===== src/rtl/time_pkg.sv =====
// ----------------------------------------------------------------------------
// time_pkg
// Shared definitions for the watch time registers: ASCII codes used by the
// time-set frame parser, the parser state encoding, packed time word field
// positions, the reset time and small arithmetic helpers.
// No ports (package).
// ----------------------------------------------------------------------------
package time_pkg;

    // ASCII characters recognised in a time-set frame
    localparam logic [7:0] CH_T  = 8'h54;
    localparam logic [7:0] CH_t  = 8'h74;
    localparam logic [7:0] CH_0  = 8'h30;
    localparam logic [7:0] CH_2  = 8'h32;
    localparam logic [7:0] CH_5  = 8'h35;
    localparam logic [7:0] CH_9  = 8'h39;
    localparam logic [7:0] CH_CR = 8'h0D;
    localparam logic [7:0] CH_LF = 8'h0A;

    // Parser states, one per expected byte position of "T HH MM SS <term>"
    typedef enum logic [2:0] {
        ST_IDLE = 3'd0,
        ST_H10  = 3'd1,
        ST_H1   = 3'd2,
        ST_M10  = 3'd3,
        ST_M1   = 3'd4,
        ST_S10  = 3'd5,
        ST_S1   = 3'd6,
        ST_TERM = 3'd7
    } parser_state_e;

    // Packed time word layout
    localparam int HOUR_MSB = 23;
    localparam int HOUR_LSB = 19;
    localparam int MIN_MSB  = 18;
    localparam int MIN_LSB  = 13;
    localparam int SEC_MSB  = 12;
    localparam int SEC_LSB  = 7;
    localparam int MSEC_MSB = 6;
    localparam int MSEC_LSB = 0;

    localparam int TIME_W   = HOUR_MSB + 1;

    // Hour shown after reset; the watch datapath uses the same value
    localparam logic [4:0] RESET_HOUR = 5'd12;
    localparam logic [4:0] MAX_HOUR   = 5'd23;

    localparam logic [TIME_W-1:0] RESET_TIME = {RESET_HOUR, 6'd0, 6'd0, 7'd0};

    // Tens digit times ten as shift-and-add, hour width
    function automatic logic [4:0] times_ten_5(input logic [3:0] d);
        logic [4:0] w;
        w = {1'b0, d};
        return (w << 3) + (w << 1);
    endfunction

    // Tens digit times ten as shift-and-add, minute/second width
    function automatic logic [5:0] times_ten_6(input logic [3:0] d);
        logic [5:0] w;
        w = {2'b00, d};
        return (w << 3) + (w << 1);
    endfunction

    // Assemble the packed time word; milliseconds are always zero on a set
    function automatic logic [TIME_W-1:0] pack_time(input logic [4:0] hour,
                                                    input logic [5:0] min,
                                                    input logic [5:0] sec);
        logic [TIME_W-1:0] t;
        t = '0;
        t[HOUR_MSB:HOUR_LSB] = hour;
        t[MIN_MSB:MIN_LSB]   = min;
        t[SEC_MSB:SEC_LSB]   = sec;
        t[MSEC_MSB:MSEC_LSB] = 7'd0;
        return t;
    endfunction

endpackage


===== src/rtl/frame_timeout.sv =====
// ----------------------------------------------------------------------------
// frame_timeout
// Inter-byte timeout for the time-set frame parser. Counts clock cycles while
// a frame is open and flags when TIMEOUT_CYCLES cycles pass without a byte.
//
// Ports:
//   clk      system clock
//   reset    synchronous, active-high reset
//   enable   count while high (frame in progress)
//   clear    a byte arrived this cycle; restart the count
//   expired  one-cycle pulse: terminal count reached with no byte this cycle
// ----------------------------------------------------------------------------
module frame_timeout #(
    parameter int unsigned TIMEOUT_CYCLES = 100_000_000
) (
    input  logic clk,
    input  logic reset,
    input  logic enable,
    input  logic clear,
    output logic expired
);

    localparam int CNT_W = (TIMEOUT_CYCLES > 1) ? $clog2(TIMEOUT_CYCLES) : 1;
    localparam logic [CNT_W-1:0] TERMINAL = CNT_W'(TIMEOUT_CYCLES - 1);

    logic [CNT_W-1:0] cnt_q;
    logic [CNT_W-1:0] cnt_d;

    // A byte on the terminal cycle takes priority, so clear masks expiry
    assign expired = enable && !clear && (cnt_q == TERMINAL);

    always_comb begin
        cnt_d = cnt_q + CNT_W'(1);
        if (clear || !enable || expired) begin
            cnt_d = '0;
        end
    end

    always_ff @(posedge clk) begin
        if (reset) begin
            cnt_q <= '0;
        end else begin
            cnt_q <= cnt_d;
        end
    end

endmodule


===== src/rtl/time_set_parser.sv =====
// ----------------------------------------------------------------------------
// time_set_parser
// Parses ASCII time-set frames "T HH MM SS <CR|LF>" from the UART receiver,
// range-checks the hour and issues a one-cycle load of the packed time word
// into the watch datapath. Malformed, out-of-range or timed-out frames give a
// one-cycle error pulse and leave the loaded time untouched.
//
// Ports:
//   clk          system clock
//   reset        synchronous, active-high reset
//   i_rx_data    received byte, qualified by i_rx_valid
//   i_rx_valid   one-cycle strobe per received byte
//   o_load       one-cycle load pulse, o_load_time valid in the same cycle
//   o_load_time  packed time {hour[4:0], min[5:0], sec[5:0], msec[6:0]}
//   o_error      one-cycle pulse on a rejected frame
//   o_busy       frame in progress
//
// state   | meaning
// --------+---------------------------------------------------
// IDLE    | waiting for 'T'/'t'; other bytes ignored
// H10     | expecting hour tens digit '0'..'2'
// H1      | expecting hour units digit '0'..'9'
// M10     | expecting minute tens digit '0'..'5'
// M1      | expecting minute units digit '0'..'9'
// S10     | expecting second tens digit '0'..'5'
// S1      | expecting second units digit '0'..'9'
// TERM    | expecting CR or LF; hour range check, then load
// ----------------------------------------------------------------------------
module time_set_parser
    import time_pkg::*;
#(
    parameter int unsigned TIMEOUT_CYCLES = 100_000_000
) (
    input  logic               clk,
    input  logic               reset,
    input  logic [7:0]         i_rx_data,
    input  logic               i_rx_valid,
    output logic               o_load,
    output logic [TIME_W-1:0]  o_load_time,
    output logic               o_error,
    output logic               o_busy
);

    parser_state_e     state_q, state_d;
    logic [3:0]        h10_q, h10_d;
    logic [3:0]        h1_q,  h1_d;
    logic [3:0]        m10_q, m10_d;
    logic [3:0]        m1_q,  m1_d;
    logic [3:0]        s10_q, s10_d;
    logic [3:0]        s1_q,  s1_d;
    logic              load_q, load_d;
    logic              error_q, error_d;
    logic [TIME_W-1:0] load_time_q, load_time_d;

    logic              is_start;
    logic              is_digit;
    logic              is_term;
    logic [3:0]        digit_val;
    logic              bad_byte;
    logic              tmo_expired;

    logic [4:0]        hour_w;
    logic [5:0]        min_w;
    logic [5:0]        sec_w;
    logic              hour_ok;

    // ------------------------------------------------------------------
    // Byte classification
    // ------------------------------------------------------------------
    assign is_start = (i_rx_data == CH_T) || (i_rx_data == CH_t);
    assign is_digit = (i_rx_data >= CH_0) && (i_rx_data <= CH_9);
    assign is_term  = (i_rx_data == CH_CR) || (i_rx_data == CH_LF);

    // For '0'..'9' the low nibble equals byte - 0x30; only used when is_digit
    assign digit_val = i_rx_data[3:0];

    // ------------------------------------------------------------------
    // Field assembly and range check (digits are stable by TERM)
    // ------------------------------------------------------------------
    assign hour_w  = times_ten_5(h10_q) + {1'b0, h1_q};
    assign min_w   = times_ten_6(m10_q) + {2'b00, m1_q};
    assign sec_w   = times_ten_6(s10_q) + {2'b00, s1_q};
    assign hour_ok = (hour_w <= MAX_HOUR);

    // ------------------------------------------------------------------
    // Inter-byte timeout
    // ------------------------------------------------------------------
    frame_timeout #(
        .TIMEOUT_CYCLES (TIMEOUT_CYCLES)
    ) u_frame_timeout (
        .clk     (clk),
        .reset   (reset),
        .enable  (state_q != ST_IDLE),
        .clear   (i_rx_valid),
        .expired (tmo_expired)
    );

    // ------------------------------------------------------------------
    // Next-state logic
    // ------------------------------------------------------------------
    always_comb begin
        state_d     = state_q;
        h10_d       = h10_q;
        h1_d        = h1_q;
        m10_d       = m10_q;
        m1_d        = m1_q;
        s10_d       = s10_q;
        s1_d        = s1_q;
        load_d      = 1'b0;
        error_d     = 1'b0;
        load_time_d = load_time_q;
        bad_byte    = 1'b0;

        if (i_rx_valid) begin
            case (state_q)
                ST_IDLE: begin
                    if (is_start) begin
                        state_d = ST_H10;
                    end
                end
                ST_H10: begin
                    if (is_digit && (i_rx_data <= CH_2)) begin
                        h10_d   = digit_val;
                        state_d = ST_H1;
                    end else begin
                        bad_byte = 1'b1;
                    end
                end
                ST_H1: begin
                    if (is_digit) begin
                        h1_d    = digit_val;
                        state_d = ST_M10;
                    end else begin
                        bad_byte = 1'b1;
                    end
                end
                ST_M10: begin
                    if (is_digit && (i_rx_data <= CH_5)) begin
                        m10_d   = digit_val;
                        state_d = ST_M1;
                    end else begin
                        bad_byte = 1'b1;
                    end
                end
                ST_M1: begin
                    if (is_digit) begin
                        m1_d    = digit_val;
                        state_d = ST_S10;
                    end else begin
                        bad_byte = 1'b1;
                    end
                end
                ST_S10: begin
                    if (is_digit && (i_rx_data <= CH_5)) begin
                        s10_d   = digit_val;
                        state_d = ST_S1;
                    end else begin
                        bad_byte = 1'b1;
                    end
                end
                ST_S1: begin
                    if (is_digit) begin
                        s1_d    = digit_val;
                        state_d = ST_TERM;
                    end else begin
                        bad_byte = 1'b1;
                    end
                end
                ST_TERM: begin
                    if (is_term) begin
                        state_d = ST_IDLE;
                        // Hour tens up to '2' still lets 24..29 through
                        if (hour_ok) begin
                            load_d      = 1'b1;
                            load_time_d = pack_time(hour_w, min_w, sec_w);
                        end else begin
                            error_d = 1'b1;
                        end
                    end else begin
                        bad_byte = 1'b1;
                    end
                end
                default: begin
                    state_d = ST_IDLE;
                end
            endcase

            // A start character inside a frame aborts it and opens a new one
            if (bad_byte) begin
                error_d = 1'b1;
                state_d = is_start ? ST_H10 : ST_IDLE;
            end
        end else if (tmo_expired) begin
            error_d = 1'b1;
            state_d = ST_IDLE;
        end
    end

    // ------------------------------------------------------------------
    // Registers
    // ------------------------------------------------------------------
    always_ff @(posedge clk) begin
        if (reset) begin
            state_q     <= ST_IDLE;
            h10_q       <= '0;
            h1_q        <= '0;
            m10_q       <= '0;
            m1_q        <= '0;
            s10_q       <= '0;
            s1_q        <= '0;
            load_q      <= 1'b0;
            error_q     <= 1'b0;
            load_time_q <= RESET_TIME;
        end else begin
            state_q     <= state_d;
            h10_q       <= h10_d;
            h1_q        <= h1_d;
            m10_q       <= m10_d;
            m1_q        <= m1_d;
            s10_q       <= s10_d;
            s1_q        <= s1_d;
            load_q      <= load_d;
            error_q     <= error_d;
            load_time_q <= load_time_d;
        end
    end

    assign o_load      = load_q;
    assign o_error     = error_q;
    assign o_load_time = load_time_q;
    assign o_busy      = (state_q != ST_IDLE);

endmodule


===== config.mk =====
export PLATFORM = sky130hd
export DESIGN_NAME = time_set_parser
export DESIGN_NICKNAME = d
export VERILOG_FILES = /design/src/rtl/time_pkg.sv /design/src/rtl/frame_timeout.sv /design/src/rtl/time_set_parser.sv
export SDC_FILE = /design/constraint.sdc
export NUM_CORES = 1
export LEC_CHECK = 0
export CAP_MARGIN = 5
export CORE_MARGIN = 3
export CORE_UTILIZATION = 60
export DETAILED_ROUTE_END_ITERATION = 7
export DONT_BUFFER_PORTS = 1
export PLACE_DENSITY_LB_ADDON = 0.1
export SYNTH_ARGS = -nofsm -noshare
export SYNTH_HDL_FRONTEND = slang
export SYNTH_SLANG_ARGS = --single-unit

===== constraint.sdc =====
create_clock -name clk -period 2.7 [get_ports clk]
set_clock_uncertainty 0.05 [all_clocks]
set_input_delay 0.27 -clock clk [delete_from_list [all_inputs] [get_ports clk]]
set_output_delay 0.27 -clock clk [all_outputs]
set_load 0.1 [all_outputs]

==> out/qor.csv <==
stage;metric;value;unit
status;outcome;completed;
yosys;syn_inst;407;
clocking;h-tree-depth;3;
hold_path;min_to;m1_q[2];
floorplan;dieArea;0.007006;mm2
placed_design;place_ws;0.04532;ns
drt;postRouteAntennaNets;0;
placed_design;io_buffers;0;
power;seqPwrFrac;51.2;%
critical_path;rr_worst_depth;10;
floorplan;dieHeight;83.70;um
drt;routedWlPerCell;13.98;um
sta;post-route-min-period;2.544;ns
sta;post-route-period-util;94.22;%
clocking;cts-buffers-inserted;9;
floorplan;io_pins;38;
yosys;ys_ff_latch;73;
sta;worst_slack;0.1561;ns
clocking;clk_pin_slew;0.09;ns
floorplan;fp-row-count;27;
critical_path;crit_type;flop to flop;
global_routing;antenna_found_initial;0;
finish;final_cell_mix;dfxtp_1, nand2_1, nor2_1, a21oi_1;
power;powerDensity;530.6;mW/mm2
power;peakVddDrop;0.4486;mV
critical_path;cp_max_fo;6;
finish;area_growth;9.948;%
clocking;insertion_delay;0.34;ns
sta;setup_tns;0;ns
drt;vias;2788;
power;total_power;2.113;mW
yosys;syn_area;0.003622;mm2
global_routing;grt_max_degree;45;
clocking;numClockSinks;73;
global_routing;track_usage;20.72;%
clocking;cts_setup_buffers;0;
sta;rsz0062_at_grt;yes;
global_routing;grt_pass1_wl;11990;um
floorplan;die_w;83.70;um
clocking;cts_tree;done;
drt;routed_wl;6919;um
global_routing;first_global_vias;2618;
clocking;clockBufferDepth;2;
drt;avgViaCountPerCell;5.632;
drt;dr.pass1.iters;4;
drt;drcViolationCount;0;
yosys;yosysWarnings;0;
flow_run;max_cap_violations;0;
floorplan;core_area;0.005675;mm2
floorplan;initial_core_util;63.82;%
placed_design;hpwl;4821;um
clocking;cts_root_buf;clkbuf_8;
finish;final_common_cell;dfxtp_1;
yosys;synth_edf_count;0;
critical_path;arrival;2.77;ns
hold_path;hp-start;i_rx_data[2];
global_routing;grt_overflow;0;
hold_path;hold_path.class;input port to flop;
critical_path;r2r_end;o_load_time[15];
critical_path;cp-start-kind;flop;
finish;nets;451;
yosys;seq_area_frac_synth;40.35;%
sta;finalHoldViolations;0;
yosys;avgSynthCellArea;8.900;um2
sta;setup_viol;0;
power;switchingPower;0.4953;mW
finish;drive_gt1_share;11.82;%
placed_design;gp_congestion;0.7868;
hold_path;hold_path_depth;2;
sta;worst_pin_slew;0.9984;ns
yosys;synth-main-ff-cell;dfxtp_1;
sta;slew_violations;0;
power;total_leakage_power;1.464;nW
finish;antenna_cells;0;
power;combPwrFrac;3.4;%
yosys;ys_types;53;
sta;max_freq;393.1;MHz
power;p_clk_share;45.4;%
critical_path;critPathCaptureType;flop;
sta;maxSlewHeadroom;33.35;%
power;p_int;1.618;mW
critical_path;critPathRequiredTime;2.93;ns
yosys;synth-async-reset-ratio;0;%
drt;drt_iter0_drc;114;
sta;timing.hold.ws;0.01710;ns
critical_path;r2r_start;h10_q[0];
critical_path;rrSetupSlack;0.16;ns
power;swShare;23.44;%
-- layout make-up --
type / instances / area, um2
Inverter: 10 / 37.54
Clock buffer: 9 / 123.9
Multi-Input combinational cell: 303 / 1999
Tap cell: 72 / 90.09
Sequential cell: 73 / 1461
Timing Repair Buffer: 21 / 167.7
Clock inverter: 7 / 102.6
Fill cell: 476 / 1693
-- cell usage after synthesis (all sizes together), types with 2 or more instances --
cell type / n / area, um2
ha: 16 / 200.2
a211oi: 8 / 75.08
nor4b: 2 / 17.52
nor4: 5 / 43.79
xnor2: 23 / 201.4
o21a: 2 / 16.27
nand3b: 5 / 41.29
nand4b: 3 / 26.28
dfxtp: 73 / 1461
a2111oi: 2 / 42.54
mux2i: 6 / 60.06
inv: 10 / 37.54
and4: 2 / 17.52
or4: 2 / 18.77
nor3: 6 / 30.03
nand2: 52 / 195.2
nand3: 23 / 115.1
or2: 2 / 12.52
or3: 2 / 12.51
nor2: 49 / 183.9
clkbuf: 11 / 41.29
and3b: 2 / 17.52
a21oi: 28 / 140.1
o21ai: 4 / 20.02
xor2: 12 / 105.1
nor2b: 3 / 18.77
fa: 6 / 120.1
nand4: 9 / 56.30
buf: 16 / 115.1
and3: 6 / 37.54
a21o: 5 / 37.54
-- power by group through the flow --
stage          logic (mW)  registers [mW]  clock network (mW)
3_5_place_dp       0.0587            1.11                   0
2_1_floorplan      0.0813            1.11                   0
3_3_place_gp       0.0585            1.11                   0
5_1_grt            0.0756            1.08                1.03
6_report           0.0722            1.08               0.960
4_1_cts            0.0720            1.08               0.982
-- critical path, stage by stage (launching register included) --
cell and delay (ns):
dfxtp_1 0.36, inv_1 0.07, fa_1 0.51, fa_1 0.44
xnor2_1 0.14, xnor2_1 0.16, buf_4 0.16, o21ai_1 0.16
buf_4 0.18, nand2_1 0.07, a21oi_2 0.19
-- metal layers --
layer	vias to the layer above	share of wire, %	GRT usage [%]
li1	1412	-	-
met1	1310	45	25.39
met2	50	49	35.36
met3	16	3.6	4.245
met4	0	2.5	8.480
met5	-	0	0
-- how the worst max path moves through the flow --
stage | slack (ns) | end | start | cells past startpoint
after floorplan | 0.27 | o_load_time[10] | h10_q[0] | 9
after global placement | 0.18 | o_load_time[17] | h10_q[0] | 8
final | 0.16 | o_load_time[15] | h10_q[0] | 10
after CTS | 0.03 | o_load_time[23] | h10_q[0] | 8
after global routing | -0.01 | o_load_time[23] | h10_q[0] | 8
after detailed placement | 0.05 | o_load_time[23] | h10_q[0] | 8
-- kinds of logic (layout without fill, tap and decap cells) --
logic type / Yosys count / after routing / share of synthesized area (%)
AND/OR/NAND/NOR: 178 / 178 / 24.60
flip-flops: 73 / 73 / 40.35
AO/OA/AOI/OAI: 55 / 55 / 10.64
buffers and inverters: 37 / 47 / 5.354
XOR/XNOR: 35 / 35 / 8.463
adder cells (fa/ha/maj): 22 / 22 / 8.843
multiplexers: 6 / 6 / 1.658
other: 1 / 7 / 0.1035
-- stage by stage --
stage	area (um2)	cells	util, %
finish	3983	495	70.17
CTS	3968	494	69.91
floorplan	3645	413	-
global route	3983	495	70.17
detailed placement	3721	477	65.56
global placement	3721	477	65.56
-- state kept, by name (all words and copies together) (netlist names) --
| register | count |
|---|---|
| h10_q | 4 |
| h1_q | 4 |
| m10_q | 4 |
| m1_q | 4 |
| o_error | 1 |
| o_load | 1 |
| o_load_time | 17 |
| s10_q | 4 |
| s1_q | 4 |
| state_q | 3 |
| u_frame_timeout.cnt_q | 27 |
-- what timing repair did --
item	CTS	global route
setup endpoints to repair	0	12
hold endpoints to repair	44	0
hold buffers	1	0
gates resized for setup	0	5
No activity file was read; power rests on OpenSTA's default activity.
